### config.mk
export PLATFORM = sky130hd
export DESIGN_NAME = lsu_mem_port
export DESIGN_NICKNAME = d
export VERILOG_FILES = /design/src/rtl/lsu_pkg.sv /design/src/rtl/lsu_lane_align.sv /design/src/rtl/lsu_mem_port.sv
export SDC_FILE = /design/constraint.sdc
export NUM_CORES = 1
export LEC_CHECK = 0
export ABC_AREA = 1
export CAP_MARGIN = 25
export CELL_PAD_IN_SITES_DETAIL_PLACEMENT = 1
export CELL_PAD_IN_SITES_GLOBAL_PLACEMENT = 2
export CORE_UTILIZATION = 27
export DETAILED_ROUTE_END_ITERATION = 8
export PLACE_DENSITY = 0.9
export RECOVER_POWER = 50
export SKIP_CTS_REPAIR_TIMING = 1
export SLEW_MARGIN = 20
export SYNTH_ARGS = -nofsm -noshare
export SYNTH_HDL_FRONTEND = slang
export SYNTH_HIERARCHICAL = 1
export SYNTH_SLANG_ARGS = --single-unit
### constraint.sdc
create_clock -name clk -period 5.3 [get_ports clk]
set_clock_uncertainty 0.2 [all_clocks]
set_input_delay 1.06 -clock clk [delete_from_list [all_inputs] [get_ports clk]]
set_output_delay 1.06 -clock clk [all_outputs]
set_load 0.05 [all_outputs]
### src/rtl/lsu_pkg.sv
// rtl/lsu_pkg.sv - shared load/store encodings, FSM state and access checks
package lsu_pkg;

    localparam logic [2:0] LS_B  = 3'b000;
    localparam logic [2:0] LS_H  = 3'b001;
    localparam logic [2:0] LS_W  = 3'b010;
    localparam logic [2:0] LS_BU = 3'b100;
    localparam logic [2:0] LS_HU = 3'b101;

    localparam logic MEMRW_LOAD  = 1'b0;
    localparam logic MEMRW_STORE = 1'b1;

    typedef enum logic [1:0] {
        ST_IDLE = 2'd0,
        ST_BUS  = 2'd1,
        ST_DONE = 2'd2
    } lsu_state_e;

    // Unsigned widths exist only for loads; 011/110/111 are never legal.
    function automatic logic mode_valid(input logic [2:0] mode, input logic rw);
        case (mode)
            LS_B, LS_H, LS_W: return 1'b1;
            LS_BU, LS_HU:     return (rw == MEMRW_LOAD);
            default:          return 1'b0;
        endcase
    endfunction

    // Halfwords need even addresses, words need 4-byte alignment.
    function automatic logic addr_misaligned(input logic [2:0] mode, input logic [1:0] off);
        case (mode)
            LS_H, LS_HU: return off[0];
            LS_W:        return (off != 2'b00);
            default:     return 1'b0;
        endcase
    endfunction

endpackage

### src/rtl/lsu_lane_align.sv
// rtl/lsu_lane_align.sv - byte enables, store lane replication and load extension
module lsu_lane_align
    import lsu_pkg::*;
(
    input  logic [2:0]  mode_i,
    input  logic [1:0]  offset_i,
    input  logic [31:0] wdata_i,
    input  logic [31:0] rdata_i,
    output logic [3:0]  be_o,
    output logic [31:0] wdata_o,
    output logic [31:0] load_o
);

    logic [7:0]  byte_sel;
    logic [15:0] half_sel;

    // Pick the addressed byte and halfword out of the bus word.
    always_comb begin
        byte_sel = rdata_i[7:0];
        case (offset_i)
            2'd0: byte_sel = rdata_i[7:0];
            2'd1: byte_sel = rdata_i[15:8];
            2'd2: byte_sel = rdata_i[23:16];
            2'd3: byte_sel = rdata_i[31:24];
            default: byte_sel = rdata_i[7:0];
        endcase
        half_sel = offset_i[1] ? rdata_i[31:16] : rdata_i[15:0];
    end

    // Size-dependent enables, replicated store data and extended load data.
    always_comb begin
        be_o    = 4'b0000;
        wdata_o = 32'h0;
        load_o  = 32'h0;
        case (mode_i)
            LS_B, LS_BU: begin
                be_o    = 4'b0001 << offset_i;
                wdata_o = {4{wdata_i[7:0]}};
                load_o  = mode_i[2] ? {24'h0, byte_sel} : {{24{byte_sel[7]}}, byte_sel};
            end
            LS_H, LS_HU: begin
                be_o    = 4'b0011 << offset_i;
                wdata_o = {2{wdata_i[15:0]}};
                load_o  = mode_i[2] ? {16'h0, half_sel} : {{16{half_sel[15]}}, half_sel};
            end
            LS_W: begin
                be_o    = 4'b1111;
                wdata_o = wdata_i;
                load_o  = rdata_i;
            end
            default: begin
                be_o    = 4'b0000;
                wdata_o = 32'h0;
                load_o  = 32'h0;
            end
        endcase
    end

endmodule

### src/rtl/lsu_mem_port.sv
// rtl/lsu_mem_port.sv - single-transaction load/store bus port with stall, misalign and timeout
module lsu_mem_port
    import lsu_pkg::*;
#(
    parameter int AW      = 32,
    parameter int TIMEOUT = 255
) (
    input  logic          clk,
    input  logic          rst_n,
    input  logic          mem_en,
    input  logic          MemRw,
    input  logic [2:0]    LoadStoreMode,
    input  logic [AW-1:0] addr,
    input  logic [31:0]   wdata,
    output logic [31:0]   rdata,
    output logic          stall,
    output logic          misalign,
    output logic          fault,
    output logic          bus_req,
    output logic          bus_we,
    output logic [AW-1:0] bus_addr,
    output logic [3:0]    bus_be,
    output logic [31:0]   bus_wdata,
    input  logic [31:0]   bus_rdata,
    input  logic          bus_ack
);

    localparam int            CW  = $clog2(TIMEOUT + 1);
    localparam logic [CW-1:0] TMO = CW'(TIMEOUT);

    lsu_state_e    state_q;
    logic [2:0]    mode_q;
    logic [1:0]    off_q;
    logic [CW-1:0] cnt_q;
    logic [CW-1:0] cnt_d;
    logic [31:0]   rdata_q;
    logic          misalign_q;
    logic          fault_q;
    logic          bus_req_q;
    logic          bus_we_q;
    logic [AW-1:0] bus_addr_q;
    logic [3:0]    bus_be_q;
    logic [31:0]   bus_wdata_q;

    logic          req_valid_mode;
    logic          req_misaligned;
    logic [2:0]    al_mode;
    logic [1:0]    al_off;
    logic [3:0]    al_be;
    logic [31:0]   al_wdata;
    logic [31:0]   al_load;

    // The aligner serves the request in IDLE and the captured access while on the bus.
    always_comb begin
        al_mode        = (state_q == ST_BUS) ? mode_q : LoadStoreMode;
        al_off         = (state_q == ST_BUS) ? off_q  : addr[1:0];
        req_valid_mode = mode_valid(LoadStoreMode, MemRw);
        req_misaligned = addr_misaligned(LoadStoreMode, addr[1:0]);
        cnt_d          = cnt_q + CW'(1);
        stall          = ((state_q == ST_IDLE) && mem_en) || (state_q == ST_BUS);
    end

    lsu_lane_align u_align (
        .mode_i   (al_mode),
        .offset_i (al_off),
        .wdata_i  (wdata),
        .rdata_i  (bus_rdata),
        .be_o     (al_be),
        .wdata_o  (al_wdata),
        .load_o   (al_load)
    );

    // Access FSM: accept or reject in IDLE, wait for ack or timeout in BUS, release in DONE.
    always_ff @(posedge clk or negedge rst_n) begin
        if (!rst_n) begin
            state_q     <= ST_IDLE;
            mode_q      <= 3'b000;
            off_q       <= 2'b00;
            cnt_q       <= '0;
            rdata_q     <= 32'h0;
            misalign_q  <= 1'b0;
            fault_q     <= 1'b0;
            bus_req_q   <= 1'b0;
            bus_we_q    <= 1'b0;
            bus_addr_q  <= '0;
            bus_be_q    <= 4'b0000;
            bus_wdata_q <= 32'h0;
        end else begin
            misalign_q <= 1'b0;
            fault_q    <= 1'b0;
            case (state_q)
                ST_IDLE: begin
                    if (mem_en) begin
                        if (!req_valid_mode) begin
                            fault_q <= 1'b1;
                        end else if (req_misaligned) begin
                            misalign_q <= 1'b1;
                        end else begin
                            state_q     <= ST_BUS;
                            mode_q      <= LoadStoreMode;
                            off_q       <= addr[1:0];
                            cnt_q       <= '0;
                            bus_req_q   <= 1'b1;
                            bus_we_q    <= MemRw;
                            bus_addr_q  <= {addr[AW-1:2], 2'b00};
                            bus_be_q    <= al_be;
                            bus_wdata_q <= (MemRw == MEMRW_STORE) ? al_wdata : 32'h0;
                        end
                    end
                end
                ST_BUS: begin
                    if (bus_ack || (cnt_d == TMO)) begin
                        // Ack takes priority over a timeout landing in the same cycle.
                        if (bus_ack && (bus_we_q == MEMRW_LOAD)) begin
                            rdata_q <= al_load;
                        end
                        fault_q     <= !bus_ack;
                        state_q     <= ST_DONE;
                        cnt_q       <= '0;
                        bus_req_q   <= 1'b0;
                        bus_we_q    <= 1'b0;
                        bus_addr_q  <= '0;
                        bus_be_q    <= 4'b0000;
                        bus_wdata_q <= 32'h0;
                    end else begin
                        cnt_q <= cnt_d;
                    end
                end
                ST_DONE: begin
                    state_q <= ST_IDLE;
                end
                default: begin
                    state_q <= ST_IDLE;
                end
            endcase
        end
    end

    assign rdata     = rdata_q;
    assign misalign  = misalign_q;
    assign fault     = fault_q;
    assign bus_req   = bus_req_q;
    assign bus_we    = bus_we_q;
    assign bus_addr  = bus_addr_q;
    assign bus_be    = bus_be_q;
    assign bus_wdata = bus_wdata_q;

endmodule
==> impl_results.md, run 1 <==
- Worst Hold Path Cells: 2
- Die ar.: 25,500 um^2
- Worst-Margin Slew: 3.01 ns
- CP required: 5.38 ns
- R2R Path Start: state_q[1]
- Clk Latency, worst-skew pair: 0.42 ns
- PwrDens: 496 nW/um^2
- Nets: 1,217
- Violation count after the first detailed-route iteration: 293
- Flop2flop setup slack: 1.85 ns
- TNS Setup: 0 ns
- Critical path capture point type: register
- H-tree Lvls: 4
- Drt drc: 0
- Die Wd: 160 um
- Clock transition at path regs: 0.05 ns
- Top Ports: 209
- Final cell count without fillers: 1,448
- Post-synth EDFFs: 0
- # port buffers: 206
- Initial Util: 27.6%
- Setup CP Type: in -> reg
- Max Fclk: 242 MHz
- First-pass GRT wire length: 38,400 um
- Max VDD drop: 0.000271 V
- Worst setup margin: 1.17 ns
- Top post-synthesis cells by count: 381 x nand2_1, 117 x dfrtp_1, 91 x nand3_1, 89 x inv_1, 52 x nor2_1
- GPL Wtd Cong: 0.787
- WL final: 23,500 um
- Outcome: finished, violations left
- Core Area: 24,300 um^2
- YS warnings: 6
- Antenna Cells: 0
- Total CTS buffers: 17
- Dpl ws: 1.22 ns
- Share of the synthesized area in the top cell type: 43.7%
- Seq pwr share: 27.2%
- # rows: 57
- Int Pwr: 2660 uW
- DP Wirelength: 16,500 um
- Sw frac: 44.3%
- Largest net degree at the start of global routing: 69
- Hold wc startpoint: bus_addr[29]
- CP arrival: 4.22 ns
- Yosys cell types: 34
- Worst rel slew slack: -101%
- Cell count after synthesis: 926
- Synth async-reset ratio: 100%
- Drt pass-1 iters: 4
- Clk sinks: 117
- Logic pwr share: 46.2%
- # placed instances: 1,416
- Routed wire per std cell: 16.2 um
- Unrepaired setup endpoints after global routing: no
- Pleak: 0.00496 uW
- Largest cells by area after synthesis: dfrtp_1 44%, nand2_1 21%, nand3_1 6.8%
- Syn-to-layout area delta: 43.6%
- Final Hold Viols: 0
- Most common cell in the netlist: nand2_1
- Failing checks: capacitance limit, slew limit
- R2r endpoint: bus_wdata[23]
- Top FF cell, synth: dfrtp_1
- Worst min path class: reg -> reg
- Routed vias/inst: 4.62
- CTS tree: built
- Clock Tree Buf Depth: 2
- Clk network pwr share: 26.6%
- Gr usage total: 19.0%
- Period minus WS final: 4.13 ns
- Total grt overflow: 0
- Vias in the first global route: 6,852
- Seq cells post-synth: 117
- Sequential-to-total area share from yosys stat: 43.7%
- Filler instances: 2,931
- Worst setup SP type: input pin
- Worst r2r path cells: 10
- Max-slew violation count: 88
- Antenna Violating Nets Remaining: 0
- Design Power: 4770 uW
- CP Max Fanout: 37
- Die Y: 160 um
- Max cap viols: 2
- Via Count: 6,688
- Final worst-path cycle share: 78.0%
- Initial antenna violation count: 0
- Final setup fails: 0
- WHS Endpoint: bus_addr[29]
- P_sw: 2120 uW
- Layout cell share with drive strength beyond 1: 9.25%
- Syn Area/Cell: 7.24 um^2
- Clock tree root driver cell: clkbuf_16
- Post-synth top area cell: dfrtp_1
- Syn Std Cell Area: 6700 um^2
[kinds of logic (layout without fill, tap and decap cells)]
| logic type | after synthesis | in the layout | synth area share (%) |
|---|---|---|---|
| AND/OR/NAND/NOR | 547 | 547 | 33.8 |
| buffers and inverters | 149 | 346 | 9.82 |
| flip-flops | 117 | 117 | 43.7 |
| AO/OA/AOI/OAI | 78 | 78 | 6.93 |
| multiplexers | 32 | 32 | 5.38 |
| adder cells (fa/ha/maj) | 2 | 2 | 0.373 |
| other | 1 | 2 | 0.0560 |
[critical path, cell delays in order]
cell	delay [ns]
dlygate4sd3_1	0.59
inv_2	0.08
nand3_1	0.08
nor2_1	0.05
nor2_2	0.10
clkbuf_1	1.32
nand2_1	0.67
nand2_1	0.18
o21ai_1	0.08
[sequential cells by signal, indices dropped and copies added (netlist names)]
signal,flops
bus_be,4
cnt_q,8
bus_req,1
fault,1
off_q,2
bus_wdata,32
mode_q,3
rdata,32
bus_we,1
bus_addr,30
misalign,1
state_q,2
[stage by stage]
stage               utilization (%)  hold WS [ns]  cell area [um^2]
floorplan                         -         0.255              6710
global placement               37.0         0.252              8990
detailed placement             37.0         0.260              8990
CTS                            39.6         0.274              9630
global route                   39.6         0.296              9620
finish                         39.6         0.264              9620
[area by class of cell]
class                   count  area [um^2]  area share [%]
inverters                  98          370            3.85
multi-input cells         661         3130            32.5
repair buffers            216         2150            22.4
flip-flops and latches    117         2930            30.4
clock buffers              18          439            4.56
clock inverters            14          200            2.08
well taps                 324          405            4.21
[layout by cell type, fill, tap and decap left out, drive strengths merged, types with 4 or more instances in the layout]
master	n
bufinv	4
nor2	57
clkdlybuf4s50	157
dlygate4sd3	48
o21ai	50
mux2	32
nand3	94
dfrtp	117
inv	100
a22o	8
a21oi	8
nand2	392
o211ai	7
buf	9
clkbuf	20
clkinv	5
[layer usage]
metal | wire [um] | GRT usage, % | part of all wire [%]
met5 | 0 | 0 | 0
met3 | 1060 | 3.52 | 4.5
met2 | 10900 | 30.3 | 46
met1 | 11100 | 26.0 | 47
met4 | 442 | 6.12 | 1.9
[power by group through the flow]
stage,clock [uW],combinational (uW),sequential (uW)
global route,1340,2350,1340
finish,1270,2200,1300
CTS,1300,2270,1310
detailed placement,0,2260,1320
global placement,0,2240,1310
floorplan,0,631,2130
[worst max path at each step]
| stage | cells past startpoint | to | start |
|---|---|---|---|
| detailed placement | 11 | rdata[21] | LoadStoreMode[0] |
| CTS | 6 | stall | mem_en |
| global route | 8 | mode_q[2] | LoadStoreMode[0] |
| finish | 9 | mode_q[1] | LoadStoreMode[0] |
| global placement | 11 | bus_wdata[16] | LoadStoreMode[1] |
| floorplan | 11 | bus_wdata[22] | LoadStoreMode[1] |
Power figures use the tool's default switching activity.
==> inputs of run 2 (changes only) <==
--- a/config.mk
+++ b/config.mk
@@ -9,9 +9,9 @@
 export CAP_MARGIN = 25
 export CELL_PAD_IN_SITES_DETAIL_PLACEMENT = 1
 export CELL_PAD_IN_SITES_GLOBAL_PLACEMENT = 2
-export CORE_UTILIZATION = 27
+export CORE_UTILIZATION = 25
 export DETAILED_ROUTE_END_ITERATION = 8
-export PLACE_DENSITY = 0.9
+export PLACE_DENSITY = 0.84
 export RECOVER_POWER = 50
 export SKIP_CTS_REPAIR_TIMING = 1
 export SLEW_MARGIN = 20
==> constraint.sdc (replaced) <==
create_clock -name clk -period 4 [get_ports clk]
set_clock_uncertainty 0.2 [all_clocks]
set_input_delay 0.8 -clock clk [delete_from_list [all_inputs] [get_ports clk]]
set_output_delay 0.8 -clock clk [all_outputs]
set_load 0.05 [all_outputs]
==> impl_results.md, run 2 (synthesized netlist as in run 1, its figures left out) <==
- Antenna Cells: 0 (unchanged)
- GPL Wtd Cong: 0.788 (+0.18%)
- Period minus WS final: 3.18 ns
- Max cap viols: 1 (-1)
- Vias in the first global route: 7,000 (+2.2%)
- Drt pass-1 iters: 8 (+4)
- H-tree Lvls: 4 (unchanged)
- Final setup fails: 0 (unchanged)
- Clock tree root driver cell: clkbuf_16
- Hold wc startpoint: bus_addr[30]
- Seq pwr share: 27.3% (about the same)
- Die Wd: 166 um (+3.9%)
- PwrDens: 652 nW/um^2 (+32%)
- Worst min path class: reg -> reg
- Routed vias/inst: 4.55 (-1.5%)
- Core Area: 26,200 um^2 (+7.8%)
- Unrepaired setup endpoints after global routing: no
- Syn-to-layout area delta: 44.8%
- Worst setup margin: 0.822 ns (-0.344 ns)
- GR Layer Usage met3: 3.75% (+0.23 points)
- Max VDD drop: 0.000325 V (+20%)
- DP Wirelength: 17,000 um (+3.1%)
- Gr usage total: 18.0% (-1.0 points)
- Dpl ws: 0.643 ns (-0.580 ns)
- CP required: 3.00 ns (-2.38 ns)
- Worst-Margin Slew: 2.66 ns (-0.347 ns)
- GR Layer Usage met2: 30.2% (-0.093 points)
- R2R Path Start: cnt_q[0]
- # port buffers: 206 (unchanged)
- Setup CP Type: reg -> out
- Final cell count without fillers: 1,469 (+1.5%)
- Die ar.: 27,500 um^2 (+7.9%)
- WL final: 23,900 um (+1.8%)
- Drt drc: 13 (+13)
- Total grt overflow: 0 (unchanged)
- Pleak: 0.00500 uW (+0.88%)
- Most frequent cells in the layout: 381 x nand2_1, 158 x clkdlybuf4s50_1, 117 x dfrtp_1
- Worst setup SP type: register
- M1 GR Usage: 23.6% (-2.4 points)
- Design Power: 6330 uW (+33%)
- # rows: 59 (+3.5%)
- Worst hold slack: 0.266 ns (+0.00143 ns)
- Clk network pwr share: 26.3% (-0.3 points)
- Grt peak-use layer: met2
- Commonest non-fill, non-tap cell in the layout: nand2_1
- Via Count: 6,681 (-0.10%)
- Final Hold Viols: 0 (unchanged)
- Clk Latency, worst-skew pair: 0.41 ns (about the same)
- Layout cell share with drive strength beyond 1: 9.96% (+0.71 points)
- Clock transition at path regs: 0.06 ns (about the same)
- CTS tree: built
- Initial Util: 25.6% (-2.0 points)
- Max-slew violation count: 42 (-52%)
- Outcome: finished, violations left
- Critical path origin: state_q[1]
- Top Ports: 209 (unchanged)
- Violation count after the first detailed-route iteration: 413 (+41%)
- Routed wire per std cell: 16.3 um (+0.37%)
- Die Y: 166 um (+3.9%)
- Int Pwr: 3560 uW (+34%)
- Max Fclk: 315 MHz
- Nets: 1,228 (+0.90%)
- Final worst-path cycle share: 79.5%
- Total CTS buffers: 17 (unchanged)
- Antenna Violating Nets Remaining: 0 (unchanged)
- Largest net degree at the start of global routing: 54 (-22%)
- Failing checks: DRC, capacitance limit, slew limit
- # placed instances: 1,438 (+1.6%)
- Clk sinks: 117 (unchanged)
- CP arrival: 2.18 ns (-2.04 ns)
- First-pass GRT wire length: 39,100 um (+1.8%)
- Clock Tree Buf Depth: 2 (unchanged)
- Critical path capture point type: output pin
- Initial antenna violation count: 0 (unchanged)
- TNS Setup: 0 ns (unchanged)
- Logic pwr share: 46.4% (+0.2 points)
- P_sw: 2770 uW (+31%)
- Sw frac: 43.7% (-0.62 points)
- CP Max Fanout: 35 (-5.4%)
- Worst rel slew slack: -77.6% (+23 points)
-- run 2: changes by cell type in the layout (fill, tap and decap cells not counted), moves of 2 or more --
cell,change
inv_6,-2
clkbuf_1,+2
clkbuf_8,+2
clkinv_4,-4
buf_4,+12
dlygate4sd3_1,-2
-- run 2: worst max-delay path, cell delays in order, from the launching register on --
cell,delay (ns)
dfrtp_1,0.44
nor2_2,0.42
buf_4,0.44
inv_1,0.14
nand2_1,0.11
buf_4,0.20
-- run 2: metal layers --
metal,vias to the layer above,part of all wire (%)
li1,3279,-
met1,3224,47
met2,160,48
met3,18,4.5
met4,0,1.3
met5,-,0
-- run 2: cell type report --
cell class / count / area (um^2)
multi-input cells: 661 / 3130
clock inverters: 8 / 148
inverters: 98 / 370
clock buffers: 23 / 478
well taps: 335 / 419
flip-flops and latches: 117 / 2930
fillers: 3160 / 16500
repair buffers: 227 / 2230
-- run 2: final timing paths --
kind                       depth (start not counted)  slack, ns            end
setup reg to reg                                  12       1.23    bus_addr[3]
setup / recovery                                   5       0.82          stall
max in group asynchronous                          1       1.04   bus_wdata[0]
min in group asynchronous                          1       1.02  bus_wdata[31]
hold reg to reg                                    2       0.27   bus_addr[30]
hold / removal                                     2       0.27   bus_addr[30]
-- run 2: power by group through the flow --
| stage | combinational (uW) | sequential [uW] | clock (uW) |
|---|---|---|---|
| floorplan | 836 | 2830 | 0 |
| global placement | 2980 | 1750 | 0 |
| detailed placement | 3010 | 1760 | 0 |
| CTS | 3030 | 1740 | 1720 |
| global route | 3130 | 1780 | 1770 |
| finish | 2940 | 1720 | 1660 |
-- run 2: stage by stage --
stage / instance area [um^2] / util, %
detailed placement: 9080 / 34.7
global placement: 9080 / 34.7
floorplan: 6710 / -
CTS: 9710 / 37.0
finish: 9700 / 37.0
global route: 9700 / 37.0
==> inputs of run 3 (changes only) <==
--- a/config.mk
+++ b/config.mk
@@ -9,9 +9,9 @@
 export CAP_MARGIN = 25
 export CELL_PAD_IN_SITES_DETAIL_PLACEMENT = 1
 export CELL_PAD_IN_SITES_GLOBAL_PLACEMENT = 2
-export CORE_UTILIZATION = 25
+export CORE_UTILIZATION = 23
 export DETAILED_ROUTE_END_ITERATION = 8
-export PLACE_DENSITY = 0.84
+export PLACE_DENSITY = 0.82
 export RECOVER_POWER = 50
 export SKIP_CTS_REPAIR_TIMING = 1
 export SLEW_MARGIN = 20
==> constraint.sdc (replaced) <==
create_clock -name clk -period 2.6 [get_ports clk]
set_clock_uncertainty 0.2 [all_clocks]
set_input_delay 0.52 -clock clk [delete_from_list [all_inputs] [get_ports clk]]
set_output_delay 0.52 -clock clk [all_outputs]
set_load 0.05 [all_outputs]
==> impl_results.md, run 3 (synthesized netlist as in run 1, its figures left out) <==
- Max VDD drop: 0.000614 V (+89%)
- Layout cell share with drive strength beyond 1: 12.7% (+2.8 points)
- Delay of the slowest critical-path stage: 0.49 ns (+0.05 ns)
- PwrDens: 964 nW/um^2 (+48%)
- # placed instances: 1,518 (+5.6%)
- Die Y: 173 um (+4.2%)
- Worst min path class: reg -> reg
- R2r endpoint: rdata[15]
- Clock tree root driver cell: clkbuf_16
- GPL Wtd Cong: 0.799 (+1.4%)
- Syn-to-layout area delta: 50.7%
- Critical path capture point type: output pin
- Pleak: 0.00516 uW (+3.1%)
- Clk sinks: 117 (unchanged)
- Final Instance Area: 10,100 um^2 (+4.1%)
- Clk Latency, worst-skew pair: 0.43 ns (+0.02 ns)
- Vias in the first global route: 7,124 (+1.8%)
- CP required: 1.88 ns (-1.12 ns)
- TNS Setup: 0 ns (unchanged)
- Worst r2r path cells: 10 (-2)
- Gr usage total: 17.6% (-0.46 points)
- DP Wirelength: 18,700 um (+10%)
- Final setup fails: 0 (unchanged)
- Period minus WS final: 2.49 ns
- H-tree Lvls: 4 (unchanged)
- Top Ports: 209 (unchanged)
- Routed vias/inst: 4.42 (-2.9%)
- Filler instances: 3,514 (+11%)
- Worst setup margin: 0.113 ns (-0.709 ns)
- Die ar.: 29,800 um^2 (+8.6%)
- Initial antenna violation count: 4 (+4)
- Clock transition at path regs: 0.06 ns (about the same)
- Unrepaired setup endpoints after global routing: no
- Largest net degree at the start of global routing: 57 (+5.6%)
- Worst setup SP type: register
- CP bufs+invs: 3 (unchanged)
- R2R Path Start: state_q[1]
- CP Max Fanout: 34 (-2.9%)
- Die Wd: 173 um (+4.2%)
- Hold wc startpoint: bus_addr[4]
- Total CTS buffers: 17 (unchanged)
- Worst path slowest cell: dfrtp_1
- Max cap viols: 0 (-1)
- Max-slew violation count: 0 (-100%)
- Commonest non-fill, non-tap cell in the layout: nand2_1
- Dpl cell area: 9500 um^2 (+4.6%)
- Flop2flop setup slack: 0.14 ns (-1.09 ns)
- Delay-heaviest family, CP: flip-flops
- Setup CP Type: reg -> out
- Clock Tree Buf Depth: 2 (unchanged)
- Worst Hold Path Cells: 2 (unchanged)
- WHS Endpoint: bus_addr[4]
- Drt pass-1 iters: 4 (-4)
- Nets: 1,264 (+2.9%)
- Final cell count without fillers: 1,558 (+6.1%)
- Most frequent cells in the layout: 381 x nand2_1, 169 x clkdlybuf4s50_1, 117 x dfrtp_1
- Dpl ws: -0.278 ns (-0.921 ns)
- Worst-Margin Slew: 1.40 ns (-1.27 ns)
- WL final: 25,500 um (+6.6%)
- # rows: 62 (+5.1%)
- Routed wire per std cell: 16.3 um (+0.52%)
- Total grt overflow: 0 (unchanged)
- Util after Layout: 35.2% (-1.8 points)
- Final Hold Viols: 0 (unchanged)
- Critical path's most frequent cell: buf_12
- First-pass GRT wire length: 40,500 um (+3.5%)
- Violation count after the first detailed-route iteration: 320 (-23%)
- Initial Util: 23.3% (-2.2 points)
- # port buffers: 206 (unchanged)
- Max Fclk: 402 MHz
- Worst rel slew slack: 6.81% (+84 points)
- CP arrival: 1.77 ns (-0.41 ns)
- Via Count: 6,881 (+3.0%)
- Final worst-path cycle share: 95.6%
- Antenna Violating Nets Remaining: 0 (unchanged)
- Core Area: 28,700 um^2 (+9.5%)
- CTS tree: built
- Critical-path cell list: nor2_4 -> buf_12 -> inv_1 -> nand2_1 -> buf_12
- Outcome: completed
- Drt drc: 0 (-13)
-- run 3: changes by cell type in the layout (fill, tap and decap cells not counted), moves of 2 or more --
cell | previous run | this run
buf_12 | 2 | 11
buf_4 | 19 | 40
bufinv_16 | 4 | 0
clkbuf_8 | 3 | 0
clkdlybuf4s50_1 | 158 | 169
clkinv_4 | 0 | 2
clkinv_8 | 0 | 2
diode_2 | 0 | 3
dlygate4sd3_1 | 46 | 36
inv_6 | 0 | 5
inv_8 | 0 | 4
o21ai_2 | 2 | 0
-- run 3: how the worst max path moves through the flow --
| stage | endpoint | start | slack, ns | depth (start not counted) |
|---|---|---|---|---|
| floorplan | bus_wdata[22] | state_q[1] | 0.05 | 13 |
| global placement | rdata[15] | addr[0] | -0.22 | 11 |
| detailed placement | rdata[9] | addr[0] | -0.28 | 11 |
| CTS | stall | state_q[1] | -0.20 | 5 |
| global route | rdata[14] | state_q[1] | 0.007 | 11 |
| finish | stall | state_q[1] | 0.11 | 5 |
-- run 3: final cells by class --
cell class / count / area [um^2] / share of cell area [%]
tap: 384 / 480 / 4.76
clock inverter: 15 / 154 / 1.52
sequential: 117 / 2930 / 29.0
inverter: 98 / 370 / 3.67
timing repair buffer: 262 / 2610 / 25.8
antenna: 3 / 7.51 / 0.0743
multi-input combinational: 662 / 3130 / 31.0
clock buffer: 17 / 425 / 4.21
-- run 3: through the flow --
stage	total power, uW	hold slack, ns
final	9740	0.267
after global routing	10300	0.280
after CTS	9950	-0.215
after detailed placement	7520	0.251
after global placement	7480	0.249
after floorplan	5640	0.0244
-- run 3: worst min-delay path: stages (launching register included) --
cell	delay [ns]
dfrtp_1	0.33
nand2_1	0.05
nand2_1	0.05
-- run 3: power by group --
| part | switching [uW] | total (uW) | internal (uW) |
|---|---|---|---|
| clock network | 1070 | 2350 | 1280 |
| logic | 3120 | 4740 | 1620 |
| registers | 311 | 2650 | 2340 |
| total | 4500 | 9740 | 5240 |
-- run 3: layer usage --
layer / vias up / global-route usage, % / routed length, um
li1: 3348 / - / -
met1: 3328 / 22.5 / 11400
met2: 179 / 29.2 / 12200
met3: 22 / 5.08 / 1590
met4: 4 / 3.65 / 253
met5: - / 0 / 23
